### config.mk
export PLATFORM = sky130hd
export DESIGN_NAME = rca_nibble_sequencer_flat
export DESIGN_NICKNAME = d
export VERILOG_FILES = /design/src/rtl/rca_nibble_sequencer_if.sv /design/src/rtl/rca_nibble_sequencer.sv /design/src/flat_wrapper.sv
export SDC_FILE = /design/constraint.sdc
export NUM_CORES = 1
export LEC_CHECK = 0
export CAP_MARGIN = 20
export CORE_ASPECT_RATIO = 0.75
export CORE_UTILIZATION = 50
export CTS_CLUSTER_DIAMETER = 100
export DETAILED_ROUTE_END_ITERATION = 7
export PLACE_DENSITY = 0.88
export SYNTH_ARGS = -nofsm -noshare
export SYNTH_HDL_FRONTEND = slang
export SYNTH_SLANG_ARGS = --single-unit
### constraint.sdc
create_clock -name clk -period 2.85 [get_ports clk]
set_input_delay 0.855 -clock clk [delete_from_list [all_inputs] [get_ports clk]]
set_output_delay 0.855 -clock clk [all_outputs]
set_load 0.01 [all_outputs]
### src/rtl/rca_nibble_sequencer_if.sv
// Operand/result handshake bundle for rca_nibble_sequencer.
//
// Operand side : in_valid / in_ready, in_a, in_b, in_cin
// Result side  : out_valid / out_ready, out_sum, out_cout, out_ovf
//
// master : the surrounding system (drives operands, accepts results)
// slave  : the sequencer (accepts operands, presents results)
interface rca_nibble_sequencer_if #(
    parameter int unsigned WIDTH = 16
);
    logic             in_valid;
    logic             in_ready;
    logic [WIDTH-1:0] in_a;
    logic [WIDTH-1:0] in_b;
    logic             in_cin;

    logic             out_valid;
    logic             out_ready;
    logic [WIDTH-1:0] out_sum;
    logic             out_cout;
    logic             out_ovf;

    modport master (
        output in_valid,
        output in_a,
        output in_b,
        output in_cin,
        output out_ready,
        input  in_ready,
        input  out_valid,
        input  out_sum,
        input  out_cout,
        input  out_ovf
    );

    modport slave (
        input  in_valid,
        input  in_a,
        input  in_b,
        input  in_cin,
        input  out_ready,
        output in_ready,
        output out_valid,
        output out_sum,
        output out_cout,
        output out_ovf
    );
endinterface

### src/rtl/rca_nibble_sequencer.sv
// Nibble-serial add controller around one external 4-bit ripple-carry adder slice.
//
// A WIDTH-bit add is performed as NIB = WIDTH/4 passes through the shared slice,
// least-significant nibble first. The inter-nibble carry is kept in a register and
// the slice results are shifted into a sum register from the top, so after the last
// pass the register holds the full sum in the right bit order.
//
// Ports:
//   clk          rising-edge clock
//   rst          asynchronous active-high reset
//   bus          operand/result handshakes (slave side of rca_nibble_sequencer_if)
//   slice_a_o    nibble of A for the slice (0 outside RUN)
//   slice_b_o    nibble of B for the slice (0 outside RUN)
//   slice_cin_o  carry into the slice (0 outside RUN)
//   slice_sum_i  combinational slice sum
//   slice_cout_i combinational slice carry out
//   busy_o       high while an add is in RUN or waiting in DONE
//
// The bus interface instance must be built with the same WIDTH as this module.
module rca_nibble_sequencer #(
    parameter int unsigned WIDTH = 16
) (
    input  logic                         clk,
    input  logic                         rst,
    rca_nibble_sequencer_if.slave        bus,
    output logic [3:0]                   slice_a_o,
    output logic [3:0]                   slice_b_o,
    output logic                         slice_cin_o,
    input  logic [3:0]                   slice_sum_i,
    input  logic                         slice_cout_i,
    output logic                         busy_o
);

    localparam int unsigned NIB  = WIDTH / 4;
    localparam int unsigned CntW = (NIB > 1) ? $clog2(NIB) : 1;
    localparam logic [CntW-1:0] CntLast = CntW'(NIB - 1);

    if ((WIDTH % 4) != 0 || WIDTH < 4) begin : g_bad_width
        $error("rca_nibble_sequencer: WIDTH must be a multiple of 4 and >= 4");
    end

    typedef enum logic [1:0] {
        StIdle,
        StRun,
        StDone
    } state_e;

    state_e state_q, state_d;

    logic [WIDTH-1:0] a_q, a_d;
    logic [WIDTH-1:0] b_q, b_d;
    logic [WIDTH-1:0] sum_q, sum_d;
    logic [WIDTH-1:0] out_sum_q, out_sum_d;
    logic             carry_q, carry_d;
    logic             a_msb_q, a_msb_d;
    logic             b_msb_q, b_msb_d;
    logic             out_cout_q, out_cout_d;
    logic             out_ovf_q, out_ovf_d;
    logic [CntW-1:0]  cnt_q, cnt_d;

    logic             accept;
    logic             run;
    logic             last;
    logic [WIDTH-1:0] sum_shift;

    assign accept = (state_q == StIdle) && bus.in_valid;
    assign run    = (state_q == StRun);
    assign last   = run && (cnt_q == CntLast);

    // New slice nibble enters at the top; after NIB passes the first nibble has
    // been pushed down to bits [3:0]. Written as a shift of the concatenation so
    // the WIDTH == 4 case (nothing kept from sum_q) needs no special handling.
    assign sum_shift = WIDTH'({slice_sum_i, sum_q} >> 4);

    // ------------------------------------------------------------------
    // FSM state register
    // ------------------------------------------------------------------
    always_ff @(posedge clk or posedge rst) begin
        if (rst) begin
            state_q <= StIdle;
        end else begin
            state_q <= state_d;
        end
    end

    // ------------------------------------------------------------------
    // FSM next state
    // ------------------------------------------------------------------
    always_comb begin
        state_d = state_q;
        unique case (state_q)
            StIdle: begin
                if (bus.in_valid) begin
                    state_d = StRun;
                end
            end
            StRun: begin
                if (cnt_q == CntLast) begin
                    state_d = StDone;
                end
            end
            StDone: begin
                if (bus.out_ready) begin
                    state_d = StIdle;
                end
            end
            default: state_d = StIdle;
        endcase
    end

    // ------------------------------------------------------------------
    // FSM outputs
    // ------------------------------------------------------------------
    always_comb begin
        bus.in_ready  = 1'b0;
        bus.out_valid = 1'b0;
        busy_o        = 1'b0;
        slice_a_o     = 4'h0;
        slice_b_o     = 4'h0;
        slice_cin_o   = 1'b0;
        unique case (state_q)
            StIdle: begin
                bus.in_ready = 1'b1;
            end
            StRun: begin
                busy_o      = 1'b1;
                slice_a_o   = a_q[3:0];
                slice_b_o   = b_q[3:0];
                slice_cin_o = carry_q;
            end
            StDone: begin
                busy_o        = 1'b1;
                bus.out_valid = 1'b1;
            end
            default: begin
                bus.in_ready = 1'b0;
            end
        endcase
    end

    // ------------------------------------------------------------------
    // Datapath next state
    // ------------------------------------------------------------------
    always_comb begin
        a_d        = a_q;
        b_d        = b_q;
        sum_d      = sum_q;
        carry_d    = carry_q;
        a_msb_d    = a_msb_q;
        b_msb_d    = b_msb_q;
        cnt_d      = cnt_q;
        out_sum_d  = out_sum_q;
        out_cout_d = out_cout_q;
        out_ovf_d  = out_ovf_q;

        if (accept) begin
            // Operands are captured so the source may change them right away.
            a_d     = bus.in_a;
            b_d     = bus.in_b;
            carry_d = bus.in_cin;
            a_msb_d = bus.in_a[WIDTH-1];
            b_msb_d = bus.in_b[WIDTH-1];
            cnt_d   = '0;
            sum_d   = '0;
        end else if (run) begin
            sum_d   = sum_shift;
            carry_d = slice_cout_i;
            a_d     = a_q >> 4;
            b_d     = b_q >> 4;
            cnt_d   = cnt_q + CntW'(1);
            if (last) begin
                // The final pass handles the sign nibble, so overflow comes from
                // the operand signs and the sum's top bit straight off the slice.
                out_sum_d  = sum_shift;
                out_cout_d = slice_cout_i;
                out_ovf_d  = (a_msb_q == b_msb_q) && (slice_sum_i[3] != a_msb_q);
            end
        end
    end

    // ------------------------------------------------------------------
    // Datapath registers
    // ------------------------------------------------------------------
    always_ff @(posedge clk or posedge rst) begin
        if (rst) begin
            a_q        <= '0;
            b_q        <= '0;
            sum_q      <= '0;
            carry_q    <= 1'b0;
            a_msb_q    <= 1'b0;
            b_msb_q    <= 1'b0;
            cnt_q      <= '0;
            out_sum_q  <= '0;
            out_cout_q <= 1'b0;
            out_ovf_q  <= 1'b0;
        end else begin
            a_q        <= a_d;
            b_q        <= b_d;
            sum_q      <= sum_d;
            carry_q    <= carry_d;
            a_msb_q    <= a_msb_d;
            b_msb_q    <= b_msb_d;
            cnt_q      <= cnt_d;
            out_sum_q  <= out_sum_d;
            out_cout_q <= out_cout_d;
            out_ovf_q  <= out_ovf_d;
        end
    end

    assign bus.out_sum  = out_sum_q;
    assign bus.out_cout = out_cout_q;
    assign bus.out_ovf  = out_ovf_q;

endmodule
### src/flat_wrapper.sv
// flat-port wrapper written by rule: the top's interface ports become plain ports
module rca_nibble_sequencer_flat 
#(
    parameter int unsigned WIDTH = 16
)
  (clk, rst, slice_a_o, slice_b_o, slice_cin_o, slice_sum_i, slice_cout_i, busy_o, bus_in_valid, bus_in_a, bus_in_b, bus_in_cin, bus_out_ready, bus_in_ready, bus_out_valid, bus_out_sum, bus_out_cout, bus_out_ovf);
  rca_nibble_sequencer_if #(.WIDTH(WIDTH)) bus_i ();
  input  logic clk;
  input  logic rst;
  output logic [3:0] slice_a_o;
  output logic [3:0] slice_b_o;
  output logic slice_cin_o;
  input  logic [3:0] slice_sum_i;
  input  logic slice_cout_i;
  output logic busy_o;
  input wire logic [$bits(bus_i.in_valid)-1:0] bus_in_valid;
  input wire logic [$bits(bus_i.in_a)-1:0] bus_in_a;
  input wire logic [$bits(bus_i.in_b)-1:0] bus_in_b;
  input wire logic [$bits(bus_i.in_cin)-1:0] bus_in_cin;
  input wire logic [$bits(bus_i.out_ready)-1:0] bus_out_ready;
  output wire logic [$bits(bus_i.in_ready)-1:0] bus_in_ready;
  output wire logic [$bits(bus_i.out_valid)-1:0] bus_out_valid;
  output wire logic [$bits(bus_i.out_sum)-1:0] bus_out_sum;
  output wire logic [$bits(bus_i.out_cout)-1:0] bus_out_cout;
  output wire logic [$bits(bus_i.out_ovf)-1:0] bus_out_ovf;
  assign bus_i.in_valid = bus_in_valid;
  assign bus_i.in_a = bus_in_a;
  assign bus_i.in_b = bus_in_b;
  assign bus_i.in_cin = bus_in_cin;
  assign bus_i.out_ready = bus_out_ready;
  assign bus_in_ready = bus_i.in_ready;
  assign bus_out_valid = bus_i.out_valid;
  assign bus_out_sum = bus_i.out_sum;
  assign bus_out_cout = bus_i.out_cout;
  assign bus_out_ovf = bus_i.out_ovf;
  rca_nibble_sequencer #(.WIDTH(WIDTH)) u_core (.clk(clk), .rst(rst), .bus(bus_i), .slice_a_o(slice_a_o), .slice_b_o(slice_b_o), .slice_cin_o(slice_cin_o), .slice_sum_i(slice_sum_i), .slice_cout_i(slice_cout_i), .busy_o(busy_o));
endmodule
==> results.tsv, run 1 <==
metric	value	unit
status	completed	
clk root buf	clkbuf_8	
FF-to-FF Start	u_core.state_q[1]$_DFFE_PP0P_	
largest net degree at the start of global routing	70	
# DRC	0	
Hold Crit Start	u_core.sum_q[7]$_DFFE_PP0P_	
CP Class	reg2out	
DP HPWL	3980	um
final wirelength	5980	um
max-slew violations	0	
Inserted Clock Buffers	9	
Final Hold Viols	0	
unrepaired setup endpoints after global routing	no	
Port Buf Inserts	71	
Metal-1 WL	2820	um
CP Max Fanout	10	
Post-Route Utilization	0.694	
period utilization	0.942	
Overflow after GRT	0	
Routed Antenna Nets	0	
Cell Rows	24	
FF-to-FF End	u_core.bus.out_cout$_DFFE_PP0P_	
final setup vio count	0	
Max-Cap Viols	0	
Core ar.	5890	um^2
WHS Path Cells	1	
VDD IR max	0.766	mV
Max Fclk	373	MHz
# IOs	72	
Final min period	2.68	ns
CP required	2.00	ns
Worst Setup Start Kind	flip-flop	
htree depth	3	
drt first pass iters	5	
Min-Delay Path Class	reg2reg	
CTS tree	done	
Slew @ Worst Pin	0.488	ns
Pwr Density	1040	nW/um^2
power consumption	4.23	mW
initial drt markers	121	
Worst Reg-to-Reg Cells	5	
Worst Setup SP	u_core.state_q[1]$_DFFE_PP0P_	
Initial Util	0.525	
syn_area_per_cell	12.0	um^2
layout cell share with drive strength beyond 1	0.138	
Cell variety after synth	22	
crit path DAT	1.83	ns
Ys Warns	0	
Synth-to-Final Area Change	32.2	%
Top Layer Used	met4	
Skew-Pair Late Insertion Delay	0.34	ns
Setup Skew	0.00833	ns
Seq/Total Area, Yosys	0.559	
number of antenna diodes	0	
leakage power	1.79	nW
via/cell ratio	5.03	
clock-pin transition on the worst setup and hold timing paths	0.07	ns
Critical Path End Type	output port	
post-place setup slack	0.310	ns
Slew headroom	0.674	
Die Y	70.1	um
met3 wire length	386	um
setup ws final	0.166	ns
GP Congestion	0.738	
Final Net Count	376	
CTS Sinks	69	
first-pass GRT wire length	10100	um
Syn Nets	306	
number of global-route vias before repair	2118	
#FFs+latches synth	69	
reg2reg setup slack	0.64	ns
GRT Total Usage	0.203	
Fin Setup TNS	0	ns
clock tree buffer depth	2	
DR WL/cell	14.6	um
DIE AREA	6500	um^2
WL met2	2730	um
Hold EP	u_core.bus.out_sum[3]$_DFFE_PP0P_	
Synth Instances	258	
Mapped Area	3090	um^2
initial antenna violation count	0	
Die Wd	92.8	um
vias	2067	
fill count	457	
cells in the final DEF (no fill, tap or decap), types with 2 or more instances in the layout:
cell,n
inv_1,5
nand2b_1,7
buf_12,2
clkbuf_8,12
nand2_1,33
clkinvlp_4,2
mux2i_1,38
mux2_4,10
ha_1,4
nor2_1,15
clkdlybuf4s50_1,71
o21ai_0,31
a22o_1,2
mux2_2,12
dfrtp_1,69
and2_1,9
report_power, final:
part	internal [mW]	total, mW	leakage [nW]	switching (mW)
Combinational	0.940	1.72	0.804	0.778
Clock	0.479	0.844	0.105	0.365
Sequential	1.41	1.67	0.882	0.259
Total	2.83	4.23	1.79	1.40
layout make-up:
| cell class | instances | area [um^2] | area share |
|---|---|---|---|
| tap | 78 | 97.6 | 0.0239 |
| timing repair buffer | 74 | 758 | 0.186 |
| inverter | 6 | 22.5 | 0.00551 |
| sequential | 69 | 1730 | 0.423 |
| multi-input combinational | 168 | 1260 | 0.309 |
| clock inverter | 4 | 53.8 | 0.0132 |
| clock buffer | 12 | 165 | 0.0404 |
worst max-delay path, cell delays in order (launching register included):
cell and delay, ns:
dfrtp_1 0.40, inv_1 0.17, ha_4 0.23, and2_1 0.15, clkdlybuf4s50_1 0.54
metal layers:
layer  global-route usage  vias up
met5                    0        -
li1                     -     1015
met1                0.272      980
met2                0.312       66
met4               0.0667        0
met3               0.0697        6
stage by stage:
step	cells	area, um^2	hold WS [ns]
2_1_floorplan	258	3090	0.466
3_3_place_gp	395	3850	0.485
3_5_place_dp	395	3850	0.493
4_1_cts	411	4080	0.508
5_1_grt	411	4090	0.524
6_report	411	4090	0.505
worst max path at each step:
stage,endpoint,slack (ns),depth (start not counted)
5_1_grt,slice_a_o[1],0.06,4
3_3_place_gp,slice_cin_o,0.40,4
3_5_place_dp,slice_a_o[1],0.31,4
4_1_cts,slice_a_o[1],0.04,4
6_report,slice_a_o[1],0.17,4
2_1_floorplan,u_core.a_msb_q$_DFFE_PP0P_,0.26,1
cell families (layout without fill, tap and decap cells):
family,after synthesis,count (layout),share of synthesized area
DFF,69,69,0.559
and+or+nand+nor,66,66,0.100
muxes,60,60,0.215
AOI/OAI and AO/OA,35,35,0.0611
buffers and inverters,21,96,0.0376
adders and majority gates,6,6,0.0243
xor gates and xnor gates,1,1,0.00283
state kept, by name (all words and copies together) (netlist names):
signal,flops
u_core.carry_q,1
u_core.a_q,16
u_core.b_q,16
u_core.b_msb_q,1
u_core.bus.out_ovf,1
u_core.cnt_q,2
u_core.bus.out_cout,1
u_core.bus.out_sum,16
u_core.a_msb_q,1
u_core.sum_q,12
u_core.state_q,2
synthesized netlist by cell type (all sizes together):
cell    number  share of area
dfrtp       69           0.56
mux2i       38           0.12
nand2       33          0.040
o21ai       31          0.050
mux2        22          0.092
nor2        16          0.025
and2        10          0.021
buf          9          0.023
nand2b       7          0.014
clkbuf       6         0.0073
ha           6          0.024
inv          6         0.0073
a22o         2         0.0057
a222oi       1         0.0032
o22ai        1         0.0020
xnor2        1         0.0028
timing repair:
| item | CTS | global route |
|---|---|---|
| resized for setup | 1 | 1 |
| setup endpoints to repair | 9 | 9 |
| hold buffers | 0 | 0 |
| pin swaps | 0 | 0 |
| buffers inserted | 0 | 0 |
Note: power is estimated with default switching activity, not from simulation.
==> run 2: changes to the inputs <==
- CORE_UTILIZATION: 50 -> 35
- DONT_BUFFER_PORTS: default -> 1
- PLACE_DENSITY: 0.88 -> 0.57
==> run 2 against run 1 <==
  * Sequential share of layout area rose by 7.1 points
  * Sequential power rose by 4%
  * Via count down 12%
  * Power down 1.6%
  * Clock-buffer cell count is 1 higher
  * Worst setup slack better by 0.35 ns
==> results.tsv, run 2 (synthesis results as in run 1) <==
metric	value	unit	change
status	completed		
Fin Setup TNS	0	ns	unchanged
unrepaired setup endpoints after global routing	no		
period utilization	0.819		-0.122
commonest non-fill, non-tap cell in the layout	dfrtp_1		
WP buf/inv	1		-1
drt first pass iters	4		-1
Inserted Clock Buffers	9		unchanged
GP Congestion	0.720		-2.4%
VDD IR max	0.567	mV	-26%
via/cell ratio	4.91		-2.4%
Sw Share	0.322		-0.00938
NetSw	1.34	mW	-4.4%
number of global-route vias before repair	1838		-13%
Metal-1 WL	2970	um	+5.2%
Clock Power Share	0.288		+0.089
Slew headroom	0.510		-0.164
DR WL/cell	16.1	um	+10%
largest net degree at the start of global routing	63		-10%
Min-Delay Path Class	in2async		
cells along the critical path	inv_1, ha_1, and2_1		
leakage power	1.57	nW	-12%
Port Buf Inserts	0		-100%
final wirelength	5940	um	-0.67%
CTS Sinks	69		unchanged
Setup Skew	0.00720	ns	-0.00113 ns
Slew @ Worst Pin	0.735	ns	+0.246 ns
PostCTS Resize Cnt	0		-1
Worst Setup Start Kind	flip-flop		
Initial Util	0.362		-0.163
CP max-delay cell	dfrtp_1		
DP HPWL	3940	um	-1.0%
CP required	2.00	ns	about the same
DIE AREA	9210	um^2	+42%
clock tree buffer depth	2		unchanged
Routed Antenna Nets	0		unchanged
initial drt markers	77		-36%
# DRC	0		unchanged
Reg power frac	0.416		+0.021
DP Area	3170	um^2	-18%
CP Class	reg2out		
Final Net Count	305		-19%
clk root buf	clkbuf_16		
Inst Count DP	354		-10%
Final Hold Viols	0		unchanged
Top Layer Used	met4		
first-pass GRT wire length	10000	um	-0.42%
internal power	2.82	mW	-0.23%
layout cell share with drive strength beyond 1	0.164		+0.0260
Die Y	83.4	um	+19%
max-slew violations	0		unchanged
initial antenna violation count	0		unchanged
CP Max Fanout	10		unchanged
CP peak stage delay	0.39	ns	-0.15 ns
final setup vio count	0		unchanged
post-route cell area	3500	um^2	-14%
Cell Rows	29		+21%
reg2reg setup slack	0.81	ns	+0.17 ns
Core ar.	8530	um^2	+45%
htree depth	3		unchanged
CTS Hold Buffers Added	0		unchanged
Comb power frac	0.296		-0.110
crit path DAT	1.48	ns	-0.35 ns
Critical Path End Type	output port		
Skew-Pair Late Insertion Delay	0.32	ns	-0.02 ns
# IOs	72		unchanged
crit-path leading delay family	flip-flops		
Synth-to-Final Area Change	13.2	%	
met3 wire length	432	um	+12%
clock-pin transition on the worst setup and hold timing paths	0.06	ns	about the same
number of antenna diodes	0		unchanged
Max Fclk	428	MHz	+15%
CTS tree	done		
vias	1816		-12%
Pwr Density	1190	nW/um^2	+15%
Max-Cap Viols	0		unchanged
Die Wd	111	um	+19%
Final min period	2.34	ns	-0.349 ns
Overflow after GRT	0		unchanged
WL met2	2510	um	-7.8%
final std cells w/o fill	370		-10%
GRT Total Usage	0.140		-0.0634
fill count	833		+82%
Post CTS Setup Buffer Count	0		unchanged
most frequent cells in the layout	69 x dfrtp_1, 38 x mux2i_1, 33 x nand2_1, 31 x o21ai_0, 15 x nor2_1		
## run 2: changes by cell type in the layout (fill, tap and decap cells not counted), moves of 2 or more
| cell | previous run | this run |
|---|---|---|
| clkbuf_8 | 12 | 2 |
| clkbuf_16 | 0 | 9 |
| clkbuf_1 | 0 | 2 |
| clkdlybuf4s50_1 | 71 | 0 |
## run 2: final timing paths
path | startpoint | to | depth (start not counted)
min reg2reg | u_core.sum_q[4]$_DFFE_PP0P_ | u_core.bus.out_sum[0]$_DFFE_PP0P_ | 1
max reg2reg | u_core.state_q[1]$_DFFE_PP0P_ | u_core.a_q[2]$_DFFE_PP0P_ | 5
min in group clk | u_core.sum_q[4]$_DFFE_PP0P_ | u_core.bus.out_sum[0]$_DFFE_PP0P_ | 1
max | u_core.state_q[1]$_DFFE_PP0P_ | slice_a_o[3] | 3
min | rst | u_core.state_q[1]$_DFFE_PP0P_ | 1
max in group asynchronous | rst | u_core.a_q[1]$_DFFE_PP0P_ | 2
## run 2: layout make-up
cell class	count	area [um^2]	area share
flip-flops and latches	69	1730	0.494
multi-input cells	168	1250	0.357
clock buffers	13	260	0.0744
well taps	108	135	0.0386
clock inverters	3	67.6	0.0193
repair buffers	3	35.0	0.0100
inverters	6	23.8	0.00680
## run 2: per-stage QoR
stage | total power [mW] | hold WS, ns | util | setup WS (ns)
after floorplan | 2.76 | 0.466 | - | 0.255
after global placement | 2.95 | 0.491 | 0.372 | 0.834
after detailed placement | 3.00 | 0.491 | 0.372 | 0.764
after CTS | 4.24 | 0.385 | 0.410 | 0.480
after global routing | 4.46 | 0.393 | 0.410 | 0.395
final | 4.16 | 0.383 | 0.410 | 0.515
## run 2: metal layers
metal	vias up	global-route usage
met1	891	0.199
met3	2	0.0672
met2	48	0.185
met5	-	0
met4	0	0.0436
li1	875	-
## run 2: power groups by stage
stage          sequential [mW]  clock, mW  combinational [mW]
6_report                  1.73       1.20                1.23
3_5_place_dp              1.75          0                1.25
4_1_cts                   1.74       1.24                1.26
2_1_floorplan             1.65          0                1.11
3_3_place_gp              1.73          0                1.21
5_1_grt                   1.79       1.28                1.39
